<file path="src/rtl/hazard_pkg.sv">
// Shared types and constants for the pipeline hazard controller.
package hazard_pkg;

  typedef enum logic [1:0] {
    RUN      = 2'd0,
    EX_BUSY  = 2'd1,
    MEM_WAIT = 2'd2
  } hc_state_t;

  localparam logic [4:0] XZR = 5'd31;

endpackage

</file>
<file path="src/rtl/load_use_detect.sv">
// Combinational load-use compare between the ID/EX load and the IF/ID reader.
module load_use_detect
  import hazard_pkg::*;
(
  input  logic [4:0] ifid_rn_i,
  input  logic [4:0] ifid_rm_i,
  input  logic       ifid_uses_rn_i,
  input  logic       ifid_uses_rm_i,
  input  logic       idex_mem_read_i,
  input  logic [4:0] idex_rd_i,
  output logic       load_use_o
);

  // XZR reads as zero, so a load targeting it never feeds a dependent op.
  assign load_use_o = idex_mem_read_i && (idex_rd_i != XZR) &&
                      ((ifid_uses_rn_i && (ifid_rn_i == idex_rd_i)) ||
                       (ifid_uses_rm_i && (ifid_rm_i == idex_rd_i)));

endmodule

</file>
<file path="src/rtl/hazard_control_unit.sv">
// Pipeline sequencing controller: load-use bubbles, branch flush,
// multi-cycle EX freeze, data-memory wait freeze and a stall-cycle counter.
module hazard_control_unit
  import hazard_pkg::*;
#(
  parameter int unsigned MUL_LATENCY = 4,
  parameter int unsigned CNT_W       = 32
) (
  input  logic             clk_i,
  input  logic             reset_i,
  input  logic [4:0]       ifid_rn_i,
  input  logic [4:0]       ifid_rm_i,
  input  logic             ifid_uses_rn_i,
  input  logic             ifid_uses_rm_i,
  input  logic             idex_mem_read_i,
  input  logic [4:0]       idex_rd_i,
  input  logic             ex_multi_start_i,
  input  logic             br_taken_i,
  input  logic             dmem_req_i,
  input  logic             dmem_ready_i,
  output logic             pc_we_o,
  output logic             ifid_we_o,
  output logic             ifid_flush_o,
  output logic             idex_we_o,
  output logic             idex_bubble_o,
  output logic             exmem_we_o,
  output logic             exmem_bubble_o,
  output logic             memwb_bubble_o,
  output logic             busy_o,
  output logic [CNT_W-1:0] stall_cycles_o
);

  localparam int unsigned CW = $clog2(MUL_LATENCY);

  hc_state_t        state_q, state_d;
  logic [CW-1:0]    cnt_q, cnt_d;
  logic [CNT_W-1:0] stall_q, stall_d;
  logic             load_use;
  logic             mem_freeze;

  load_use_detect u_load_use (
    .ifid_rn_i       (ifid_rn_i),
    .ifid_rm_i       (ifid_rm_i),
    .ifid_uses_rn_i  (ifid_uses_rn_i),
    .ifid_uses_rm_i  (ifid_uses_rm_i),
    .idex_mem_read_i (idex_mem_read_i),
    .idex_rd_i       (idex_rd_i),
    .load_use_o      (load_use)
  );

  // Once in MEM_WAIT only dmem_ready releases the freeze.
  assign mem_freeze = ((state_q == RUN) && dmem_req_i && !dmem_ready_i) ||
                      ((state_q == MEM_WAIT) && !dmem_ready_i);

  always_comb begin
    state_d        = state_q;
    cnt_d          = cnt_q;
    pc_we_o        = 1'b1;
    ifid_we_o      = 1'b1;
    ifid_flush_o   = 1'b0;
    idex_we_o      = 1'b1;
    idex_bubble_o  = 1'b0;
    exmem_we_o     = 1'b1;
    exmem_bubble_o = 1'b0;
    memwb_bubble_o = 1'b0;
    if (state_q == EX_BUSY) begin
      pc_we_o        = 1'b0;
      ifid_we_o      = 1'b0;
      idex_we_o      = 1'b0;
      exmem_bubble_o = 1'b1;
      cnt_d          = cnt_q - 1'b1;
      if (cnt_q == CW'(1)) state_d = RUN;
    end else if (mem_freeze) begin
      pc_we_o        = 1'b0;
      ifid_we_o      = 1'b0;
      idex_we_o      = 1'b0;
      exmem_we_o     = 1'b0;
      memwb_bubble_o = 1'b1;
      state_d        = MEM_WAIT;
    end else begin
      state_d = RUN;
      if (ex_multi_start_i) begin
        pc_we_o        = 1'b0;
        ifid_we_o      = 1'b0;
        idex_we_o      = 1'b0;
        exmem_bubble_o = 1'b1;
        cnt_d          = CW'(MUL_LATENCY - 2);
        if (MUL_LATENCY > 2) state_d = EX_BUSY;
      end else if (br_taken_i) begin
        ifid_flush_o  = 1'b1;
        idex_bubble_o = 1'b1;
      end else if (load_use) begin
        pc_we_o       = 1'b0;
        ifid_we_o     = 1'b0;
        idex_bubble_o = 1'b1;
      end
    end
  end

  assign stall_d = pc_we_o ? stall_q : stall_q + CNT_W'(1);

  always_ff @(posedge clk_i) begin
    if (reset_i) begin
      state_q <= RUN;
      cnt_q   <= '0;
      stall_q <= '0;
    end else begin
      state_q <= state_d;
      cnt_q   <= cnt_d;
      stall_q <= stall_d;
    end
  end

  assign busy_o         = (state_q != RUN);
  assign stall_cycles_o = stall_q;

endmodule

</file>
<file path="config.mk">
export PLATFORM = sky130hd
export DESIGN_NAME = hazard_control_unit
export DESIGN_NICKNAME = d
export VERILOG_FILES = /design/src/rtl/hazard_pkg.sv /design/src/rtl/load_use_detect.sv /design/src/rtl/hazard_control_unit.sv
export SDC_FILE = /design/constraint.sdc
export NUM_CORES = 1
export LEC_CHECK = 0
export CORE_MARGIN = 10
export CORE_UTILIZATION = 49
export CTS_BUF_LIST = sky130_fd_sc_hd__clkbuf_16
export CTS_CLUSTER_SIZE = 28
export DETAILED_ROUTE_END_ITERATION = 8
export PLACE_DENSITY = 0.89
export SYNTH_ARGS = -nofsm -noshare
export SYNTH_HDL_FRONTEND = slang
export SYNTH_SLANG_ARGS = --single-unit
</file>
<file path="constraint.sdc">
create_clock -name clk_i -period 5.1 [get_ports clk_i]
set_clock_uncertainty 0.1 [all_clocks]
set_input_delay 1.275 -clock clk_i [delete_from_list [all_inputs] [get_ports clk_i]]
set_output_delay 1.275 -clock clk_i [all_outputs]
set_load 0.03 [all_outputs]
</file>
=== After elaboration in Yosys (flattened, before gate mapping) ===
Cells that the tools add are included.

* Reduce and logical (&&, ||, !) cells: 14
* Eq/ne operators: 8
* Muxes and demuxes: 31
* Add/sub/neg operators: 2

{| class="wikitable"
|+ Operators with widths
! kind !! count
|-
| adder 32 x 1 -> 32 bit (second input constant) || 1
|-
| two-way mux 1 bit || 25
|-
| two-way mux 2 bit || 6
|-
| equality test 5 bit || 2
|-
| logical AND 1 bit || 7
|-
| inequality test 5 bit (second input constant) || 1
|-
| equality test 2 x 1 -> 1 bit (second input constant) || 2
|-
| inequality test 2 x 1 -> 1 bit (second input constant) || 2
|-
| nonzero test 2 bit || 2
|-
| equality test 2 bit (second input constant) || 1
|-
| logical NOT 2 bit || 1
|-
| logical OR 1 bit || 2
|-
| AND reduction 2 bit || 1
|-
| subtractor 2 x 1 -> 2 bit (second input constant) || 1
|-
| logical NOT 1 bit || 1
|}

* Output and inout bits: 41
* Input port bits: 24
* Word-level logic and storage cells: 58
* Register bits after elaboration: 36

=== Longest topological paths before layout ===
Gate-level depths: netlist of the first run.

* Depth in word-level cells: 9
* Depth in mapped cells: 10

=== Hierarchy ===
From an unflattened synthesis of the first run, not the netlist that was laid out.

* Cells, all modules: 248
* Area total of the unflattened synthesis: 2060.7 um^2

{| class="wikitable"
|+ By module, submodules not included
! module !! times used !! seq. area each (um^2) !! area each (um^2) !! cells an instance
|-
| hazard_control_unit || 1 || 720.7 || 1931.9 || 230
|-
| load_use_detect || 1 || 0.0 || 128.9 || 18
|}

=== Least setup slack after synthesis of the first run ===
OpenSTA, ideal clock, no wires.

* Kind: input to output
* From: input port dmem_req_i
* To: output port pc_we_o
* Path slack: 0.903 ns
* Data arrival time: 2.822 ns
* Cell stages on the path: 5
* Path through: or2_1 -> nand2_1 -> nand2_2 -> a21oi_1 -> buf_4

* Cells in the longest elaborated chain, start to end: 5

{| class="wikitable"
|+ Ends and longest elaborated chain
! what !! RTL line !! RTL
|-
| start: declaration || hazard_control_unit.sv:19 || <nowiki>input logic dmem_req_i,</nowiki>
|-
| logical AND 1 bit (2 in a row) || hazard_control_unit.sv:52 || <nowiki>assign mem_freeze = ((state_q == RUN) && dmem_req_i && !dmem_ready_i) ||</nowiki>
|-
| logical OR 1 bit || hazard_control_unit.sv:52 ||
|-
| two-way mux 1 bit (2 in a row) || n/a ||
|-
| end: declaration || hazard_control_unit.sv:21 || <nowiki>output logic pc_we_o,</nowiki>
|}

Every way passes these cells.

=== Worst setup path in the final report of the first run ===
* From: input port idex_rd_i[0]
* To: output port pc_we_o

* Cells in the longest elaborated chain, start to end: 9
* Elaborated cells on any way between the ends: 13
* Those cells by class: 3 x eq/ne; 5 x mux; 5 x reduce/logical

{| class="wikitable"
|+ Ends and longest elaborated chain
! what !! RTL line !! RTL
|-
| start: declaration || hazard_control_unit.sv:16 || <nowiki>input logic [4:0] idex_rd_i,</nowiki>
|-
| equality test 5 bit, on equally long branches || load_use_detect.sv:16, load_use_detect.sv:17 ||
|-
| logical AND 1 bit, on equally long branches || load_use_detect.sv:16, load_use_detect.sv:17 ||
|-
| logical OR 1 bit || load_use_detect.sv:16 || <nowiki>((ifid_uses_rn_i && (ifid_rn_i == idex_rd_i)) ||</nowiki>
|-
| logical AND 1 bit * || load_use_detect.sv:15 || <nowiki>assign load_use_o = idex_mem_read_i && (idex_rd_i != XZR) &&</nowiki>
|-
| two-way mux 1 bit * || hazard_control_unit.sv:92 || <nowiki>end else if (load_use) begin</nowiki>
|-
| two-way mux 1 bit * || hazard_control_unit.sv:89 || <nowiki>end else if (br_taken_i) begin</nowiki>
|-
| two-way mux 1 bit * || hazard_control_unit.sv:82 || <nowiki>if (ex_multi_start_i) begin</nowiki>
|-
| two-way mux 1 bit * || hazard_control_unit.sv:73 || <nowiki>end else if (mem_freeze) begin</nowiki>
|-
| two-way mux 1 bit * || hazard_control_unit.sv:66 || <nowiki>if (state_q == EX_BUSY) begin</nowiki>
|}

Every way passes the cells marked *; elsewhere a longest branch is shown, timed or not.

==> flow_summary.json, run 1 <==
{
  "status": "finished, final reports clean",
  "vias_per_cell": 5.63,
  "async_flop_share_pct": 0,
  "ctsHtreeMaxLevel": 2,
  "worstPathArrival_ns": 3.39,
  "min_path_type": "register to register",
  "yosysTopAreaCellShare_pct": 37.7,
  "grt_pass1_vias": 1943,
  "syn-mean-instance-area_um2": 7.93,
  "worst_pin_slew_ns": 0.979,
  "min_to": "cnt_q[0]",
  "ys_types": 38,
  "synthFlopType": "dfxtp_1",
  "rr_worst_depth": 8,
  "leakage_nw": 0.892,
  "syn_inst": 241,
  "drive_gt1_share_pct": 6.31,
  "gr-total-overflow": 0,
  "synthTopCellsByCount": "dfxtp_1 (36), a21oi_1 (28), o21ai_0 (25), or3_1 (25), nor2_1 (19)",
  "globalplace.congestion": 0.711,
  "slowest_stage": "clkdlybuf4s50_1",
  "dieArea_um2": 6800,
  "clk_pin_slew_ns": 0.05,
  "drc": 0,
  "first_pass_iters": 4,
  "regToRegSetupSlack_ns": 2.76,
  "synthTopCellsByArea": "dfxtp_1 (38%), or3_1 (8.2%), a21oi_1 (7.3%)",
  "setup_tns_ns": 0,
  "grt_max_degree": 39,
  "clock_sinks": 36,
  "cpPeakStageDelay_ns": 0.76,
  "worstHoldStart": "cnt_q[0]",
  "post_cts_buffers": 0,
  "final_antenna_net_count": 0,
  "seq_area_frac_synth_pct": 37.7,
  "setup.worst_path.start_class": "primary input",
  "path_cells": "clkdlybuf4s50_1 -> nand3_1 -> o21ai_1 -> nor2_1 -> a21oi_1 -> clkdlybuf4s50_1",
  "finalHoldViolCount": 0,
  "fin_ws_ns": 0.333,
  "grt_pass1_wl_mm": 8.60,
  "cts_buffers": 5,
  "synth_edf_count": 0,
  "timing.final.crit_share_pct": 93.5,
  "ir_drop_v": 0.000256,
  "power_density_nw_per_um2": 252,
  "dp.final_hpwl_mm": 3.83,
  "synth_most_common_cell": "dfxtp_1",
  "power_mw": 0.679,
  "finalMaxSlewViolations": 0,
  "reg2reg_from": "state_q[1]",
  "path_common_cell": "clkdlybuf4s50_1",
  "clock-root-buffer": "clkbuf_16",
  "period_minus_slack_ns": 4.77,
  "relSlewSlack_pct": 34.8,
  "routed_wl_mm": 5.13,
  "setup.worst_path.end_class": "output port",
  "initial_utilization_pct": 51.4,
  "cp_max_fo": 4,
  "die_h_um": 82.5,
  "holdPathStages": 1,
  "fin_nets": 327,
  "core.rowCount": 22,
  "grt.total_usage_pct": 15.8,
  "die_x_um": 82.5,
  "cts_buffer_depth": 2,
  "core_um2": 3720,
  "yosysWarnings": 0,
  "wl_per_cell_um": 14.7,
  "syn_nets": 267,
  "netlist_area_um2": 1910,
  "post-place-ws_ns": 0.346,
  "setup_viol": 0,
  "synth_seq_cells": 36,
  "cts-resized-gates": 0,
  "fmax_ghz": 0.210,
  "rsz0062_at_grt": "no",
  "cts_hold_buf": 0,
  "vias": 1964,
  "crit_type": "primary input to output port",
  "synth_top_cell_by_area": "dfxtp_1",
  "diodes": 0,
  "detail_route.iter0.violations": 123,
  "crit_required_ns": 3.72,
  "drv_cap": 0,
  "portBuffers": 64,
  "antenna_found_initial": 0,
  "clock_latency_ns": 0.28,
  "final_util_pct": 72.4,
  "syn_to_final_growth_pct": 40.8,
  "io_pins": 65,
  "reg2reg_to": "stall_cycles_o[30]",
  "tritoncts": "done"
}
-- metal layers --
layer	share of wire (%)	vias to the layer above	track usage (%)	wire length (um)
li1	-	988	-	-
met1	41	902	17.8	2100
met2	45	67	24.4	2310
met3	12	7	8.10	637
met4	1.5	0	7.14	76
met5	0	-	0	0
-- worst max-delay path by stage --
stage | from | end | slack (ns) | cells past startpoint
2_1_floorplan | dmem_req_i | pc_we_o | 0.90 | 5
3_3_place_gp | idex_rd_i[1] | idex_bubble_o | 0.39 | 8
3_5_place_dp | idex_rd_i[0] | ifid_we_o | 0.35 | 6
4_1_cts | idex_rd_i[0] | ifid_we_o | 0.33 | 6
5_1_grt | idex_rd_i[3] | idex_bubble_o | 0.17 | 8
6_report | idex_rd_i[0] | pc_we_o | 0.33 | 6
-- placed cells by master, fill, tap and decap left out, types with 2 or more instances in the layout --
| cell | count |
|---|---|
| nand3_1 | 16 |
| a21oi_1 | 28 |
| inv_1 | 8 |
| or3_1 | 25 |
| and2_1 | 3 |
| nand4_1 | 9 |
| a211oi_1 | 4 |
| nor2_1 | 19 |
| dfxtp_1 | 36 |
| nor2b_1 | 3 |
| mux2_2 | 2 |
| xnor2_1 | 11 |
| clkbuf_16 | 5 |
| o31ai_1 | 2 |
| clkdlybuf4s50_1 | 64 |
| ha_1 | 2 |
| a21oi_2 | 2 |
| o21ai_0 | 25 |
| or4_1 | 2 |
| nand2_1 | 13 |
| nand4_2 | 2 |
| and3_1 | 4 |
-- report_power, final --
part	switching [mW]	leakage, nW	internal (mW)
Sequential	0.00560	0.291	0.287
Combinational	0.0533	0.530	0.0472
Clock	0.110	0.0709	0.175
-- flip-flops by register name (all words and copies together), names as in the netlist --
| name | count |
|---|---|
| cnt_q | 2 |
| state_q | 2 |
| stall_cycles_o | 32 |
-- critical path, delay by kind of cell --
| kind | cells | cell delay [ns] |
|---|---|---|
| AND/OR/NAND/NOR | 2 | 0.18 |
| buffers and inverters | 2 | 1.30 |
| AO/OA/AOI/OAI | 2 | 0.64 |
-- cell families after synthesis --
group	count (synthesis)	synth area share, %
flops	36	37.7
xor+xnor	12	5.50
fa+ha+maj	2	1.31
compound gates	64	18.5
mux	3	1.70
simple gates	104	30.4
buf+inv	20	4.84
-- stage by stage --
step,hold slack (ns),instances,instance area [um^2]
6_report,0.387,349,2690
5_1_grt,0.397,349,2690
4_1_cts,0.381,349,2690
3_5_place_dp,0.373,342,2560
3_3_place_gp,0.359,342,2560
2_1_floorplan,0.344,241,1910
-- cell type report --
| class | count | area [um^2] |
|---|---|---|
| clock buffer | 5 | 125 |
| inverter | 8 | 30.0 |
| timing repair buffer | 65 | 648 |
| fill | 288 | 1020 |
| tap | 48 | 60.1 |
| clock inverter | 2 | 8.76 |
| sequential | 36 | 721 |
| multi-input combinational | 185 | 1100 |
Power figures use the tool's default switching activity.
==> run 2, diff against run 1 <==
--- a/config.mk
+++ b/config.mk
@@ -5,7 +5,7 @@
 export SDC_FILE = /design/constraint.sdc
 export NUM_CORES = 1
 export LEC_CHECK = 0
-export CORE_MARGIN = 10
+export CORE_MARGIN = 1.5
 export CORE_UTILIZATION = 49
 export CTS_BUF_LIST = sky130_fd_sc_hd__clkbuf_16
 export CTS_CLUSTER_SIZE = 28
==> run 2 against run 1 <==
Clock power about the same. Power increased by 0.24%. Die area decreased by 37%. Cell area increased by 0.23%. Critical path depth increased by 2. Final cell count increased by 0.29%. Via count decreased by 0.66%. First-iteration DRC count increased by 32%. Non-clock buffer count unchanged. Combinational power about the same. Critical path type unchanged. Critical endpoint is now idex_bubble_o. Highest routed layer unchanged.
==> flow_summary.json, run 2 (same netlist as run 1, synthesis figures left out) <==
{
  "fin_nets": 327,
  "placedCellCount": 342,
  "relSlewSlack_pct": 32.8,
  "syn_to_final_growth_pct": 41.1,
  "dieArea_um2": 4290,
  "finalHoldViolCount": 0,
  "grt_pass1_vias": 1709,
  "crit_buf_inv": 2,
  "drive_gt1_share_pct": 6.29,
  "detail_route.iter0.violations": 162,
  "grt_pass1_wl_mm": 7.47,
  "routed_wl_mm": 4.45,
  "initial_utilization_pct": 51.4,
  "leakage_nw": 0.890,
  "clock_sinks": 36,
  "place_area_um2": 2560,
  "ir_drop_v": 0.000202,
  "portBuffers": 64,
  "io_pins": 65,
  "clock_latency_ns": 0.28,
  "die_x_um": 65.5,
  "path_cells": "clkdlybuf4s50_1 -> xnor2_1 -> nand4_1 -> o22ai_2 -> nor2b_1 -> nor2_1 -> nor2_1 -> clkdlybuf4s50_1",
  "status": "finished, final reports clean",
  "crit_family": "buffers and inverters",
  "drc": 0,
  "core_um2": 3720,
  "setup.worst_path.start_class": "primary input",
  "layout_common_cells": "clkdlybuf4s50_1 (64), dfxtp_1 (36), a21oi_1 (28)",
  "fin_cells": 350,
  "final_antenna_net_count": 0,
  "power_density_nw_per_um2": 252,
  "min_path_type": "register to register",
  "core.rowCount": 22,
  "fill_cells": 297,
  "rsz0062_at_grt": "no",
  "crit_required_ns": 3.72,
  "cp_max_fo": 5,
  "cts_buffers": 5,
  "clk_pin_slew_ns": 0.05,
  "antenna_found_initial": 0,
  "fin_area_um2": 2700,
  "largest_register_ffs": 32,
  "ctsHtreeMaxLevel": 2,
  "die_h_um": 65.5,
  "fmax_ghz": 0.209,
  "wl_per_cell_um": 12.7,
  "vias_per_cell": 5.57,
  "gr-total-overflow": 0,
  "worst_pin_slew_ns": 1.01,
  "grt_max_degree": 39,
  "layout_commonest_cell": "clkdlybuf4s50_1",
  "slowest_stage": "clkdlybuf4s50_1",
  "setup_tns_ns": 0,
  "cts-resized-gates": 0,
  "setup_viol": 0,
  "final_util_pct": 72.6,
  "period_minus_slack_ns": 4.78,
  "globalplace.congestion": 0.732,
  "diodes": 0,
  "cts_hold_buf": 0,
  "worstPathArrival_ns": 3.40,
  "crit_type": "primary input to output port",
  "first_pass_iters": 4,
  "finalMaxSlewViolations": 0,
  "setup.worst_path.end_class": "output port",
  "grt.total_usage_pct": 22.3,
  "drv_cap": 0,
  "post_cts_buffers": 0,
  "vias": 1951,
  "tritoncts": "done",
  "clock-root-buffer": "clkbuf_16",
  "cpPeakStageDelay_ns": 0.69,
  "dp.final_hpwl_mm": 3.10,
  "cts_buffer_depth": 2,
  "timing.final.crit_share_pct": 93.7
}
-- run 2: final cells by class --
cell class / count / area (um^2) / share of cell area [%]
Clock buffer: 5 / 125 / 4.64
Clock inverter: 3 / 15.0 / 0.557
Inverter: 8 / 30.0 / 1.11
Multi-Input combinational cell: 185 / 1100 / 40.7
Sequential cell: 36 / 721 / 26.7
Tap cell: 48 / 60.1 / 2.23
Timing Repair Buffer: 65 / 648 / 24.0
-- run 2: metrics by stage --
step | hold slack [ns] | power (mW) | setup WS, ns
after floorplan | 0.344 | 0.355 | 0.903
after global routing | 0.427 | 0.707 | 0.201
after CTS | 0.376 | 0.686 | 0.316
final | 0.378 | 0.680 | 0.321
after detailed placement | 0.362 | 0.398 | 0.340
after global placement | 0.361 | 0.397 | 0.407
-- run 2: layer usage --
metal	track usage, %	up-vias	part of all wire, %
li1	-	983	-
met1	28.6	888	46
met2	35.7	75	46
met3	6.51	5	7.0
met4	7.55	0	1.3
met5	0	-	0
-- run 2: worst paths after layout --
check               startpoint                  to  slack, ns  cells past startpoint
hold / removal        cnt_q[0]            cnt_q[0]       0.38                      1
setup / recovery  idex_rd_i[3]       idex_bubble_o       0.32                      8
hold reg to reg       cnt_q[0]            cnt_q[0]       0.38                      1
setup reg to reg    state_q[1]  stall_cycles_o[20]       2.76                      8
-- run 2: report_power, final --
part / switching, mW / internal (mW) / total (mW)
clock network: 0.111 / 0.177 / 0.288
logic: 0.0526 / 0.0473 / 0.100
registers: 0.00515 / 0.287 / 0.293
total: 0.168 / 0.512 / 0.680
